### config.mk
export PLATFORM = sky130hd
export DESIGN_NAME = hazard_ctrl_flat
export DESIGN_NICKNAME = d
export VERILOG_FILES = /design/src/rtl/hazard_ctrl_if.sv /design/src/rtl/hazard_ctrl.sv /design/src/flat_wrapper.sv
export SDC_FILE = /design/constraint.sdc
export NUM_CORES = 1
export LEC_CHECK = 0
export CAP_MARGIN = 0
export CORE_MARGIN = 2
export CORE_UTILIZATION = 50
export DETAILED_ROUTE_END_ITERATION = 8
export PLACE_DENSITY = 0.78
export SLEW_MARGIN = 0
export SYNTH_ARGS = -nofsm -noshare
export SYNTH_HDL_FRONTEND = slang
export SYNTH_SLANG_ARGS = --single-unit
### constraint.sdc
create_clock -name clk -period 4.8 [get_ports clk]
set_clock_uncertainty 0.1 [all_clocks]
set_input_delay 0.72 -clock clk [delete_from_list [all_inputs] [get_ports clk]]
set_output_delay 0.72 -clock clk [all_outputs]
set_load 0.03 [all_outputs]
### src/rtl/hazard_ctrl_if.sv
// Hazard-controller bus: hazard sources from the pipeline in, stall/flush
// controls, FSM state, watchdog flag and performance counters out.
interface hazard_ctrl_if #(
    parameter int CNT_W = 32
);
    logic [4:0]       D_rs1;
    logic [4:0]       D_rs2;
    logic             D_use_rs1;
    logic             D_use_rs2;
    logic [4:0]       E_rd;
    logic             E_is_load;
    logic             E_reg_we;
    logic             E_jb;
    logic             dmem_req;
    logic             dmem_ready;
    logic             imem_ready;
    logic             clr_cnt;

    logic             stall_pc;
    logic             stall_D;
    logic             flush_D;
    logic             stall_E;
    logic             flush_E;
    logic             stall_M;
    logic             state;
    logic             dwait_timeout;
    logic [CNT_W-1:0] stall_cnt;
    logic [CNT_W-1:0] flush_cnt;

    // Pipeline side drives the hazard sources and consumes the controls.
    modport master (
        output D_rs1, D_rs2, D_use_rs1, D_use_rs2, E_rd, E_is_load, E_reg_we,
               E_jb, dmem_req, dmem_ready, imem_ready, clr_cnt,
        input  stall_pc, stall_D, flush_D, stall_E, flush_E, stall_M,
               state, dwait_timeout, stall_cnt, flush_cnt
    );

    modport slave (
        input  D_rs1, D_rs2, D_use_rs1, D_use_rs2, E_rd, E_is_load, E_reg_we,
               E_jb, dmem_req, dmem_ready, imem_ready, clr_cnt,
        output stall_pc, stall_D, flush_D, stall_E, flush_E, stall_M,
               state, dwait_timeout, stall_cnt, flush_cnt
    );
endinterface

### src/rtl/hazard_ctrl.sv
// Stall/flush sequencer for the 5-stage RV32I pipeline: prioritised hazard
// resolution, data-memory wait FSM with watchdog, saturating perf counters.
module hazard_ctrl #(
    parameter int CNT_W     = 32,
    parameter int DWAIT_MAX = 255
) (
    input  logic          clk,
    input  logic          rst,
    hazard_ctrl_if.slave  bus
);
    localparam logic [0:0]  ST_RUN    = 1'b0;
    localparam logic [0:0]  ST_DWAIT  = 1'b1;
    localparam logic [16:0] WAIT_LIM  = 17'(DWAIT_MAX);
    localparam logic [15:0] WAIT_SAT  = 16'hFFFF;

    logic [0:0]       state_q, state_d;
    logic [15:0]      wait_q, wait_d;
    logic             timeout_q, timeout_d;
    logic [CNT_W-1:0] stall_cnt_q, stall_cnt_d;
    logic [CNT_W-1:0] flush_cnt_q, flush_cnt_d;

    logic load_use;
    logic p1_dwait, p2_jb, p3_lu, p4_imem;
    logic waiting;
    logic stall_pc_w;

    always_comb begin
        load_use = bus.E_is_load & bus.E_reg_we & (bus.E_rd != 5'd0) &
                   ((bus.D_use_rs1 & (bus.D_rs1 == bus.E_rd)) |
                    (bus.D_use_rs2 & (bus.D_rs2 == bus.E_rd)));
        // Once in DWAIT the access is outstanding until ready, whatever dmem_req says.
        if (state_q == ST_DWAIT) p1_dwait = ~bus.dmem_ready;
        else                     p1_dwait = bus.dmem_req & ~bus.dmem_ready;
        p2_jb   = ~p1_dwait & bus.E_jb;
        p3_lu   = ~p1_dwait & ~bus.E_jb & load_use;
        p4_imem = ~p1_dwait & ~bus.E_jb & ~load_use & ~bus.imem_ready;
        waiting = (state_q == ST_DWAIT) & ~bus.dmem_ready;
        stall_pc_w = rst & (p1_dwait | p3_lu | p4_imem);
    end

    assign bus.stall_pc      = stall_pc_w;
    assign bus.stall_D       = rst & (p1_dwait | p3_lu);
    assign bus.flush_D       = rst & (p2_jb | p4_imem);
    assign bus.stall_E       = rst & p1_dwait;
    assign bus.flush_E       = rst & (p2_jb | p3_lu);
    assign bus.stall_M       = rst & p1_dwait;
    assign bus.state         = state_q;
    assign bus.dwait_timeout = timeout_q;
    assign bus.stall_cnt     = stall_cnt_q;
    assign bus.flush_cnt     = flush_cnt_q;

    always_comb begin
        state_d     = p1_dwait ? ST_DWAIT : ST_RUN;
        wait_d      = 16'd0;
        timeout_d   = timeout_q;
        stall_cnt_d = stall_cnt_q;
        flush_cnt_d = flush_cnt_q;

        // Watchdog trips on the wait cycle that brings the count to DWAIT_MAX.
        if (waiting) begin
            wait_d = (wait_q == WAIT_SAT) ? wait_q : wait_q + 16'd1;
            if (({1'b0, wait_q} + 17'd1) >= WAIT_LIM) timeout_d = 1'b1;
        end

        if (bus.clr_cnt) begin
            stall_cnt_d = '0;
            flush_cnt_d = '0;
        end else begin
            if (stall_pc_w && !(&stall_cnt_q)) stall_cnt_d = stall_cnt_q + CNT_W'(1);
            if (p2_jb && !(&flush_cnt_q))      flush_cnt_d = flush_cnt_q + CNT_W'(1);
        end
    end

    always_ff @(posedge clk or negedge rst) begin
        if (!rst) begin
            state_q     <= ST_RUN;
            wait_q      <= 16'd0;
            timeout_q   <= 1'b0;
            stall_cnt_q <= '0;
            flush_cnt_q <= '0;
        end else begin
            state_q     <= state_d;
            wait_q      <= wait_d;
            timeout_q   <= timeout_d;
            stall_cnt_q <= stall_cnt_d;
            flush_cnt_q <= flush_cnt_d;
        end
    end
endmodule

### src/flat_wrapper.sv
// flat-port wrapper written by rule: the top's interface ports become plain ports
module hazard_ctrl_flat 
#(
    parameter int CNT_W     = 32,
    parameter int DWAIT_MAX = 255
)
  (clk, rst, bus_D_rs1, bus_D_rs2, bus_D_use_rs1, bus_D_use_rs2, bus_E_rd, bus_E_is_load, bus_E_reg_we, bus_E_jb, bus_dmem_req, bus_dmem_ready, bus_imem_ready, bus_clr_cnt, bus_stall_pc, bus_stall_D, bus_flush_D, bus_stall_E, bus_flush_E, bus_stall_M, bus_state, bus_dwait_timeout, bus_stall_cnt, bus_flush_cnt);
  hazard_ctrl_if #(.CNT_W(CNT_W)) bus_i ();
  input  logic clk;
  input  logic rst;
  input wire logic [$bits(bus_i.D_rs1)-1:0] bus_D_rs1;
  input wire logic [$bits(bus_i.D_rs2)-1:0] bus_D_rs2;
  input wire logic [$bits(bus_i.D_use_rs1)-1:0] bus_D_use_rs1;
  input wire logic [$bits(bus_i.D_use_rs2)-1:0] bus_D_use_rs2;
  input wire logic [$bits(bus_i.E_rd)-1:0] bus_E_rd;
  input wire logic [$bits(bus_i.E_is_load)-1:0] bus_E_is_load;
  input wire logic [$bits(bus_i.E_reg_we)-1:0] bus_E_reg_we;
  input wire logic [$bits(bus_i.E_jb)-1:0] bus_E_jb;
  input wire logic [$bits(bus_i.dmem_req)-1:0] bus_dmem_req;
  input wire logic [$bits(bus_i.dmem_ready)-1:0] bus_dmem_ready;
  input wire logic [$bits(bus_i.imem_ready)-1:0] bus_imem_ready;
  input wire logic [$bits(bus_i.clr_cnt)-1:0] bus_clr_cnt;
  output wire logic [$bits(bus_i.stall_pc)-1:0] bus_stall_pc;
  output wire logic [$bits(bus_i.stall_D)-1:0] bus_stall_D;
  output wire logic [$bits(bus_i.flush_D)-1:0] bus_flush_D;
  output wire logic [$bits(bus_i.stall_E)-1:0] bus_stall_E;
  output wire logic [$bits(bus_i.flush_E)-1:0] bus_flush_E;
  output wire logic [$bits(bus_i.stall_M)-1:0] bus_stall_M;
  output wire logic [$bits(bus_i.state)-1:0] bus_state;
  output wire logic [$bits(bus_i.dwait_timeout)-1:0] bus_dwait_timeout;
  output wire logic [$bits(bus_i.stall_cnt)-1:0] bus_stall_cnt;
  output wire logic [$bits(bus_i.flush_cnt)-1:0] bus_flush_cnt;
  assign bus_i.D_rs1 = bus_D_rs1;
  assign bus_i.D_rs2 = bus_D_rs2;
  assign bus_i.D_use_rs1 = bus_D_use_rs1;
  assign bus_i.D_use_rs2 = bus_D_use_rs2;
  assign bus_i.E_rd = bus_E_rd;
  assign bus_i.E_is_load = bus_E_is_load;
  assign bus_i.E_reg_we = bus_E_reg_we;
  assign bus_i.E_jb = bus_E_jb;
  assign bus_i.dmem_req = bus_dmem_req;
  assign bus_i.dmem_ready = bus_dmem_ready;
  assign bus_i.imem_ready = bus_imem_ready;
  assign bus_i.clr_cnt = bus_clr_cnt;
  assign bus_stall_pc = bus_i.stall_pc;
  assign bus_stall_D = bus_i.stall_D;
  assign bus_flush_D = bus_i.flush_D;
  assign bus_stall_E = bus_i.stall_E;
  assign bus_flush_E = bus_i.flush_E;
  assign bus_stall_M = bus_i.stall_M;
  assign bus_state = bus_i.state;
  assign bus_dwait_timeout = bus_i.dwait_timeout;
  assign bus_stall_cnt = bus_i.stall_cnt;
  assign bus_flush_cnt = bus_i.flush_cnt;
  hazard_ctrl #(.CNT_W(CNT_W), .DWAIT_MAX(DWAIT_MAX)) u_core (.clk(clk), .rst(rst), .bus(bus_i));
endmodule
* After elaboration in Yosys (flattened, before gate mapping)
Cells that the tools add are included.
Storage, ports and cells: register bits after elaboration 82, bits in latches 0, memory bits (writable) 0, bits in read-only memories 0, input bits 26, output and inout port bits 72, word-level logic and storage cells 59, memories kept 0
Cells by class: add/sub/neg operators 4, multiply operators 0, divide/modulo/power cells 0, magnitude comparators 1, equal/unequal tests 4, shift-type cells 0, muxes and demuxes 8, bitwise gates (word level) 27, reduce and logical (&&, ||, !) cells 10
Operator list (number):
- $mux W32 | 4
- $add A32 B1 Y32 const B | 2
- $reduce_and A32 Y1 | 2
- $mux W16 | 2
- $add A16 B1 Y17 const B | 1
- $and A1 B1 Y1 | 17
- $ge A17 B8 Y1 const B | 1
- $add A16 B1 Y16 const B | 1
- $eq A16 B16 Y1 const B | 1
- $eq A5 B5 Y1 | 2
- $not A1 Y1 | 5
- $or A1 B1 Y1 | 5
- $reduce_bool A5 Y1 | 1
- $reduce_bool A2 Y1 | 2
- $logic_and A1 B1 Y1 | 2
- $logic_not A1 Y1 | 2
- $mux W1 | 2
- $ne A2 B2 Y1 const B | 1
- $reduce_and A2 Y1 | 1

* Depth between registers and ports, before layout
Gate-level depths: netlist of run 1.
word-level depth 12, depth in mapped cells 10, gate-level depth less buffers 8

* Worst setup path after synthesis of run 1
No wires, ideal clock.
path kind register to register, start point register u_core.stall_cnt_q[5], in the netlist u_core.bus.stall_cnt[5], end point register u_core.stall_cnt_q[19], in the netlist u_core.bus.stall_cnt[19], setup time 0.125 ns, data arrival time 2.970 ns, required time 4.575 ns, path slack 1.605 ns, cell stages (with the launch flop) 11, path buffers 3, period minus slack after synthesis 3.195 ns, path through dfrtp_1 -> nand4_2 -> or4_1 -> or4_1 -> buf_2 -> or2_0 -> buf_6 -> and3_4 -> buf_6 -> nand4_1 -> mux2_2
Between the ends: longest elaborated chain between the ends 4, elaborated cells between the ends (all ways) 7, classes of those cells 1 x add/sub; 2 x mux; 4 x reduce/logical
RTL lines:
- start, declared | RTL line hazard_ctrl.sv:19 | logic [CNT_W-1:0] stall_cnt_q, stall_cnt_d;
- start signal, assigned | RTL line hazard_ctrl.sv:85 | stall_cnt_q <= stall_cnt_d;
- branches (longest 4 deep; another with $add A32 B1 Y32)
Parallel ways; which one is timed is not known. The select of a mux whose other input is x is not followed. A chain may end at the register's enable or synchronous reset.

* Worst setup path after layout of run 1
start point input port bus_E_rd[0], end point output port bus_stall_pc
Between the ends: longest elaborated chain between the ends 9, elaborated cells between the ends (all ways) 15, classes of those cells 2 x eq/ne; 12 x bitwise; 1 x reduce/logical
RTL lines:
- start, declared | RTL line flat_wrapper.sv:15 | input wire logic [$bits(bus_i.E_rd)-1:0] bus_E_rd;
- $eq A5 B5 Y1 (on tied branches) | RTL line hazard_ctrl.sv:29, hazard_ctrl.sv:30
- $and A1 B1 Y1 (on tied branches) | RTL line hazard_ctrl.sv:29, hazard_ctrl.sv:30
- $or A1 B1 Y1 | RTL line hazard_ctrl.sv:29 | ((bus.D_use_rs1 & (bus.D_rs1 == bus.E_rd)) |
- $and A1 B1 Y1 * | RTL line hazard_ctrl.sv:28 | load_use = bus.E_is_load & bus.E_reg_we & (bus.E_rd != 5'd0) &
- $not A1 Y1 | RTL line hazard_ctrl.sv:36 | p4_imem = ~p1_dwait & ~bus.E_jb & ~load_use & ~bus.imem_ready;
- $and A1 B1 Y1 (2 in a row) | RTL line hazard_ctrl.sv:36
- $or A1 B1 Y1 * | RTL line hazard_ctrl.sv:38 | stall_pc_w = rst & (p1_dwait | p3_lu | p4_imem);
- $and A1 B1 Y1 * | RTL line hazard_ctrl.sv:38
- end, declared | RTL line flat_wrapper.sv:23 | output wire logic [$bits(bus_i.stall_pc)-1:0] bus_stall_pc;
Mark *: on every way between the ends. The rest lies on a longest branch, timed or not.

==> flow_metrics.py, run 1 <==
metrics = {
    "cts": {
        "clk_pin_slew_ns": 0.08,
        "postCtsResizedCells": 0,
        "cts_tree": "done",
        "cts_buffer_depth": 2,
        "cts_root_buffer": "clkbuf_8",
        "cts_sinks": 82,
        "insertion_delay_ns": 0.35,
        "cts_hold_buf": 0,
        "cts_made_buffers": 9,
        "postCtsSetupRepairBufs": 0,
        "htreeDepth": 3,
    },
    "floorplan": {
        "dieArea_um2": 9990,
        "num_rows": 35,
        "fp.coreArea_um2": 9060,
        "die_w_um": 100,
        "initial_core_util": 0.508,
        "boundaryPins": 98,
        "die_h_um": 100,
    },
    "worst_setup_path": {
        "r2r-end": "u_core.bus.stall_cnt[27]$_DFFE_PN0P_",
        "worstPathRequired_ns": 3.98,
        "cp_max_fo": 22,
        "crit_end": "bus_stall_pc",
        "cp_data_arrival_time_ns": 3.12,
        "path_class": "input pin to output pin",
        "slowest_stage": "clkdlybuf4s50_1",
        "cp-end-kind": "output pin",
        "r2r-start": "u_core.bus.stall_cnt[5]$_DFFE_PN0P_",
        "r2r_slack_ns": 1.50,
        "cp_common_cell": "clkdlybuf4s50_1",
        "crit_path_start_kind": "input pin",
        "reg2reg_depth": 7,
        "slowest_delay_ns": 0.67,
        "crit_start": "bus_E_rd[0]",
        "crit_chain": "clkdlybuf4s50_1, or4_1, o211ai_1, nor3_1, a21bo_2, clkdlybuf4s50_1",
    },
    "sta": {
        "fin_setup_tns_ns": 0,
        "setup_viol_count_final": 0,
        "slew_viol_final": 0,
        "post-route-worst-setup-slack_ns": 0.862,
        "hold_ws_ns": 0.0652,
        "tightestPinTransition_ns": 1.01,
        "relSlewSlack": 0.325,
        "rsz0062_at_grt": "false",
        "fin_crit_ns": 3.94,
        "fmax_mhz": 254,
        "finalCritPeriodShare": 0.820,
        "finalHoldViolCount": 0,
    },
    "power_and_ir_drop": {
        "power.leakage_nw": 2.35,
        "powerDensity_nw_per_um2": 243,
        "vdd.ir_drop.worst_v": 0.000157,
    },
    "synthesis": {
        "synth_edf_count": 0,
        "netlist_instances": 511,
        "async_reset_ff_frac": 1.00,
        "syn_nets": 541,
        "synth_seq_area_share": 0.446,
        "synth_ff_type": "dfrtp_1",
        "synth-seq-cells": 82,
        "synth_top_cell_by_area": "dfrtp_1",
        "synth_warnings": 0,
        "syn_area_per_cell_um2": 9.01,
        "synth_top_area_share": 0.446,
        "synth_area_leaders": "dfrtp_1, xor2_1, nor2_1",
        "synthesis.area_um2": 4600,
        "synth.distinct_cells": 50,
    },
    "final_layout": {
        "fill_cells": 749,
        "drive_gt1_frac": 0.0596,
        "num_antenna_cells": 0,
        "fin_cells": 715,
        "nNetsFinal": 629,
        "area_delta_synth_final_pct": 27.6,
    },
    "drt": {
        "wl_per_cell_um": 15.6,
        "vias": 4092,
        "dr.pass1.iters": 5,
        "drt_iter0_markers": 220,
        "vias_per_cell": 5.72,
        "totalWireLength_mm": 11.1,
        "postRouteAntennaNets": 0,
        "drc_errors": 0,
    },
    "hold_path": {
        "hold_path.class": "input pin to asynchronous set/reset pin",
    },
    "place": {
        "hpwlAfterDp_mm": 7.67,
        "port_buffers": 97,
        "gp_congestion": 0.864,
        "dp_slack_ns": 0.882,
        "dp_cells": 699,
    },
    "global_route": {
        "grt_max_degree": 81,
        "gr-total-overflow": 0,
        "antenna_found_initial": 0,
        "track_usage": 0.229,
        "grt_pass1_wl_mm": 18.6,
        "grt_pass1_vias": 3913,
    },
    "run_status": {
        "outcome": "completed",
    },
    "flow_run": {
        "max-cap-violations": 0,
    },
}
[layout by cell type (no fill, tap or decap), types with 11 or more instances in the layout]
cell | netlist | layout
a21oi_1 | 24 | 24
clkbuf_8 | 0 | 11
clkdlybuf4s50_1 | 0 | 95
dfrtp_1 | 82 | 82
inv_1 | 12 | 12
nand2_1 | 33 | 33
nand3_1 | 37 | 37
nand4_1 | 35 | 35
nor2_1 | 76 | 76
nor3_1 | 17 | 17
xnor2_1 | 22 | 22
xor2_1 | 44 | 44
[through the flow]
step / util / cell area, um2 / power (mW)
after floorplan: - / 4600 / 0.764
after global placement: 0.620 / 5620 / 0.820
after detailed placement: 0.620 / 5620 / 0.823
after CTS: 0.648 / 5870 / 1.44
after global routing: 0.648 / 5870 / 1.48
final: 0.648 / 5870 / 1.43
[worst min-delay path by stage]
stage / slack [ns] / to / from
global route: 0.05 / u_core.bus.state$_DFF_PN0_ / rst
floorplan: 0.32 / u_core.bus.dwait_timeout$_DFFE_PN0P_ / rst
detailed placement: 0.43 / u_core.bus.flush_cnt[2]$_DFFE_PN0P_ / rst
finish: 0.07 / u_core.bus.state$_DFF_PN0_ / rst
CTS: 0.05 / u_core.bus.state$_DFF_PN0_ / rst
global placement: 0.43 / u_core.bus.flush_cnt[2]$_DFFE_PN0P_ / rst
[logic make-up (layout without fill, tap and decap cells)]
| logic type | Yosys count | after routing | share of synthesized area |
|---|---|---|---|
| AO/OA/AOI/OAI | 53 | 53 | 0.0704 |
| flip-flops | 82 | 82 | 0.446 |
| multiplexers | 10 | 10 | 0.0242 |
| adder cells (fa/ha/maj) | 4 | 4 | 0.0109 |
| AND/OR/NAND/NOR | 261 | 261 | 0.290 |
| XOR/XNOR | 66 | 66 | 0.126 |
| buffers and inverters | 35 | 128 | 0.0329 |
[per-layer routing]
metal / share of wire / vias up / GRT usage
met3: 0.053 / 18 / 0.0341
met5: 0 / - / 0
met2: 0.48 / 131 / 0.377
met4: 0.017 / 0 / 0.0811
met1: 0.45 / 1975 / 0.310
li1: - / 1968 / -
[state kept, by name, summed over array words and instances, names as in the netlist]
signal                    cells
u_core.bus.dwait_timeout      1
u_core.bus.flush_cnt         32
u_core.bus.stall_cnt         32
u_core.bus.state              1
u_core.wait_q                16
[critical path, delay by kind of cell]
| family | cells | cell delay, ns |
|---|---|---|
| compound gates | 2 | 0.61 |
| simple gates | 2 | 0.63 |
| buf+inv | 2 | 1.14 |
[cells in the mapped netlist (all sizes together) (3+ instances only)]
library cell / count
o21ai: 10
and3: 10
ha: 4
dfrtp: 82
xor2: 44
or3: 7
nand2: 33
mux2: 9
or4: 4
nor2b: 7
nand2b: 7
or2: 3
inv: 12
nor3: 17
and4: 7
a21oi: 24
clkbuf: 18
and2: 5
xnor2: 22
a31oi: 3
nand4: 36
nor2: 76
nor4: 7
buf: 5
nand3: 37
[where the power goes]
| group | total, mW | internal, mW | switching (mW) |
|---|---|---|---|
| registers | 0.699 | 0.694 | 0.00505 |
| logic | 0.109 | 0.0445 | 0.0649 |
| clock network | 0.619 | 0.374 | 0.245 |
[cell type report]
class / count / area (um2) / area share
tap: 111 / 139 / 0.0236
sequential: 82 / 2050 / 0.349
timing repair buffer: 100 / 986 / 0.168
clock buffer: 12 / 155 / 0.0264
clock inverter: 4 / 97.6 / 0.0166
inverter: 12 / 45.0 / 0.00767
multi-input combinational: 394 / 2400 / 0.409
(Power assumes the default switching activity.)
==> inputs of run 2 (changes only) <==
Settings changed: CORE_UTILIZATION 50 to 47, PLACE_DENSITY 0.78 to 0.77.
Clock period 4.8 ns to 3.2 ns, I/O delays scaled along.
==> flow_metrics.py, run 2 (synthesis results as in run 1) <==
metrics = {
    "drt": {
        "drc_errors": 0,
        "vias": 4104,
        "vias_per_cell": 5.46,
        "wl_per_cell_um": 14.8,
        "dr.pass1.iters": 4,
        "postRouteAntennaNets": 0,
        "totalWireLength_mm": 11.1,
        "drt_iter0_markers": 162,
    },
    "sta": {
        "post-route-worst-setup-slack_ns": 0.136,
        "relSlewSlack": 0.348,
        "rsz0062_at_grt": "false",
        "finalHoldViolCount": 0,
        "fmax_mhz": 326,
        "slew_viol_final": 0,
        "finalCritPeriodShare": 0.958,
        "tightestPinTransition_ns": 0.978,
        "fin_crit_ns": 3.06,
        "fin_setup_tns_ns": 0,
        "setup_viol_count_final": 0,
    },
    "final_layout": {
        "layout_common_cells": "clkdlybuf4s50_1, dfrtp_1, nor2_1",
        "fin_area_um2": 5970,
        "nNetsFinal": 643,
        "final_common_cell": "clkdlybuf4s50_1",
        "final_util": 0.619,
        "area_delta_synth_final_pct": 29.6,
        "regArea_um2": 2050,
        "fill_cells": 868,
        "drive_gt1_frac": 0.0809,
        "multi_input_area_um2": 2400,
        "num_antenna_cells": 0,
    },
    "worst_setup_path": {
        "crit_start": "bus_E_rd[3]",
        "r2r-end": "u_core.bus.stall_cnt[19]$_DFFE_PN0P_",
        "r2r_slack_ns": 0.40,
        "crit_chain": "clkdlybuf4s50_1, or4_1, o211ai_1, nand2b_1, nor2_1, o21a_1, dlygate4sd2_1",
        "slowest_delay_ns": 0.54,
        "r2r-start": "u_core.bus.stall_cnt[5]$_DFFE_PN0P_",
        "reg2reg_depth": 7,
        "cp_data_arrival_time_ns": 2.48,
        "crit_path_start_kind": "input pin",
        "worstPathRequired_ns": 2.62,
        "cp-end-kind": "output pin",
        "slowest_stage": "or4_1",
        "cp_max_fo": 3,
        "path_class": "input pin to output pin",
    },
    "cts": {
        "cts_root_buffer": "clkbuf_8",
        "cts_buffer_depth": 2,
        "postCtsSetupRepairBufs": 0,
        "cts_sinks": 82,
        "clk_pin_slew_ns": 0.08,
        "cts_tree": "done",
        "insertion_delay_ns": 0.36,
        "htreeDepth": 3,
        "cts_made_buffers": 9,
    },
    "global_route": {
        "grt_pass1_wl_mm": 18.3,
        "track_usage": 0.218,
        "grt_pass1_vias": 3798,
        "grt_max_degree": 57,
        "antenna_found_initial": 0,
        "gr-total-overflow": 0,
    },
    "run_status": {
        "outcome": "completed",
    },
    "hold_path": {
        "hold_path.class": "input pin to asynchronous set/reset pin",
    },
    "floorplan": {
        "boundaryPins": 98,
        "num_rows": 36,
        "fp.coreArea_um2": 9640,
        "initial_core_util": 0.478,
        "dieArea_um2": 10600,
        "die_w_um": 103,
        "die_h_um": 103,
    },
    "place": {
        "gp_congestion": 0.852,
        "place_area_um2": 5740,
        "port_buffers": 97,
        "dp_slack_ns": -0.0901,
        "hpwlAfterDp_mm": 7.97,
    },
    "power_and_ir_drop": {
        "power.leakage_nw": 2.41,
        "vdd.ir_drop.worst_v": 0.000220,
        "powerDensity_nw_per_um2": 339,
        "total_power_mw": 2.03,
    },
    "flow_run": {
        "max-cap-violations": 0,
    },
}
[run 2: changes by cell type in the layout (fill, tap and decap cells not counted)]
cell | before | now
buf_4 | 4 | 19
clkbuf_1 | 1 | 2
dlygate4sd2_1 | 0 | 2
clkbuf_8 | 11 | 13
clkinvlp_4 | 1 | 0
clkdlybuf4s50_1 | 95 | 91
bufinv_16 | 3 | 1
dlygate4sd3_1 | 0 | 1
[run 2: area by class of cell]
| class | instances | area share |
|---|---|---|
| Tap cell | 133 | 0.0279 |
| Timing Repair Buffer | 114 | 0.182 |
| Clock buffer | 15 | 0.0313 |
| Clock inverter | 1 | 0.00503 |
| Multi-Input combinational cell | 394 | 0.402 |
| Sequential cell | 82 | 0.344 |
| Inverter | 12 | 0.00755 |
[run 2: worst max path at each step]
stage,end,slack [ns],cells past startpoint
4_1_cts,bus_stall_D,0.13,7
2_1_floorplan,u_core.bus.stall_cnt[19]$_DFFE_PN0P_,0.005,10
6_report,bus_stall_D,0.14,7
3_3_place_gp,bus_stall_D,0.02,7
5_1_grt,bus_stall_D,0.06,7
3_5_place_dp,bus_stall_D,-0.09,7
[run 2: through the flow]
step | hold slack [ns] | instances
detailed placement | 0.244 | 734
finish | 0.403 | 751
floorplan | 0.0844 | 511
CTS | 0.399 | 751
global placement | 0.244 | 734
global route | 0.421 | 751
[run 2: repair_timing]
item | in CTS | in global routing
endpoints found under the hold margin | 9 | 0
endpoints found under the setup margin | 2 | 0
gates resized for setup | 2 | 0
hold buffers | 1 | 0
[run 2: power breakdown]
part | internal (mW) | leakage [nW] | switching, mW
clock | 0.447 | 0.110 | 0.359
combinational | 0.0724 | 1.16 | 0.0984
sequential | 1.04 | 1.14 | 0.00742
total | 1.56 | 2.41 | 0.464
[run 2: critical path, delay by kind of cell]
family                 cells  cell delay [ns]
and+or+nand+nor            3             0.77
AOI/OAI and AO/OA          2             0.42
buffers and inverters      2             0.81
[run 2: per-layer routing]
metal / wire length (um) / GRT usage / vias to the layer above / part of all wire
li1: - / - / 2002 / -
met1: 5040 / 0.294 / 1983 / 0.45
met2: 5280 / 0.353 / 103 / 0.48
met3: 628 / 0.0441 / 16 / 0.057
met4: 149 / 0.0698 / 0 / 0.013
met5: 0 / 0 / - / 0
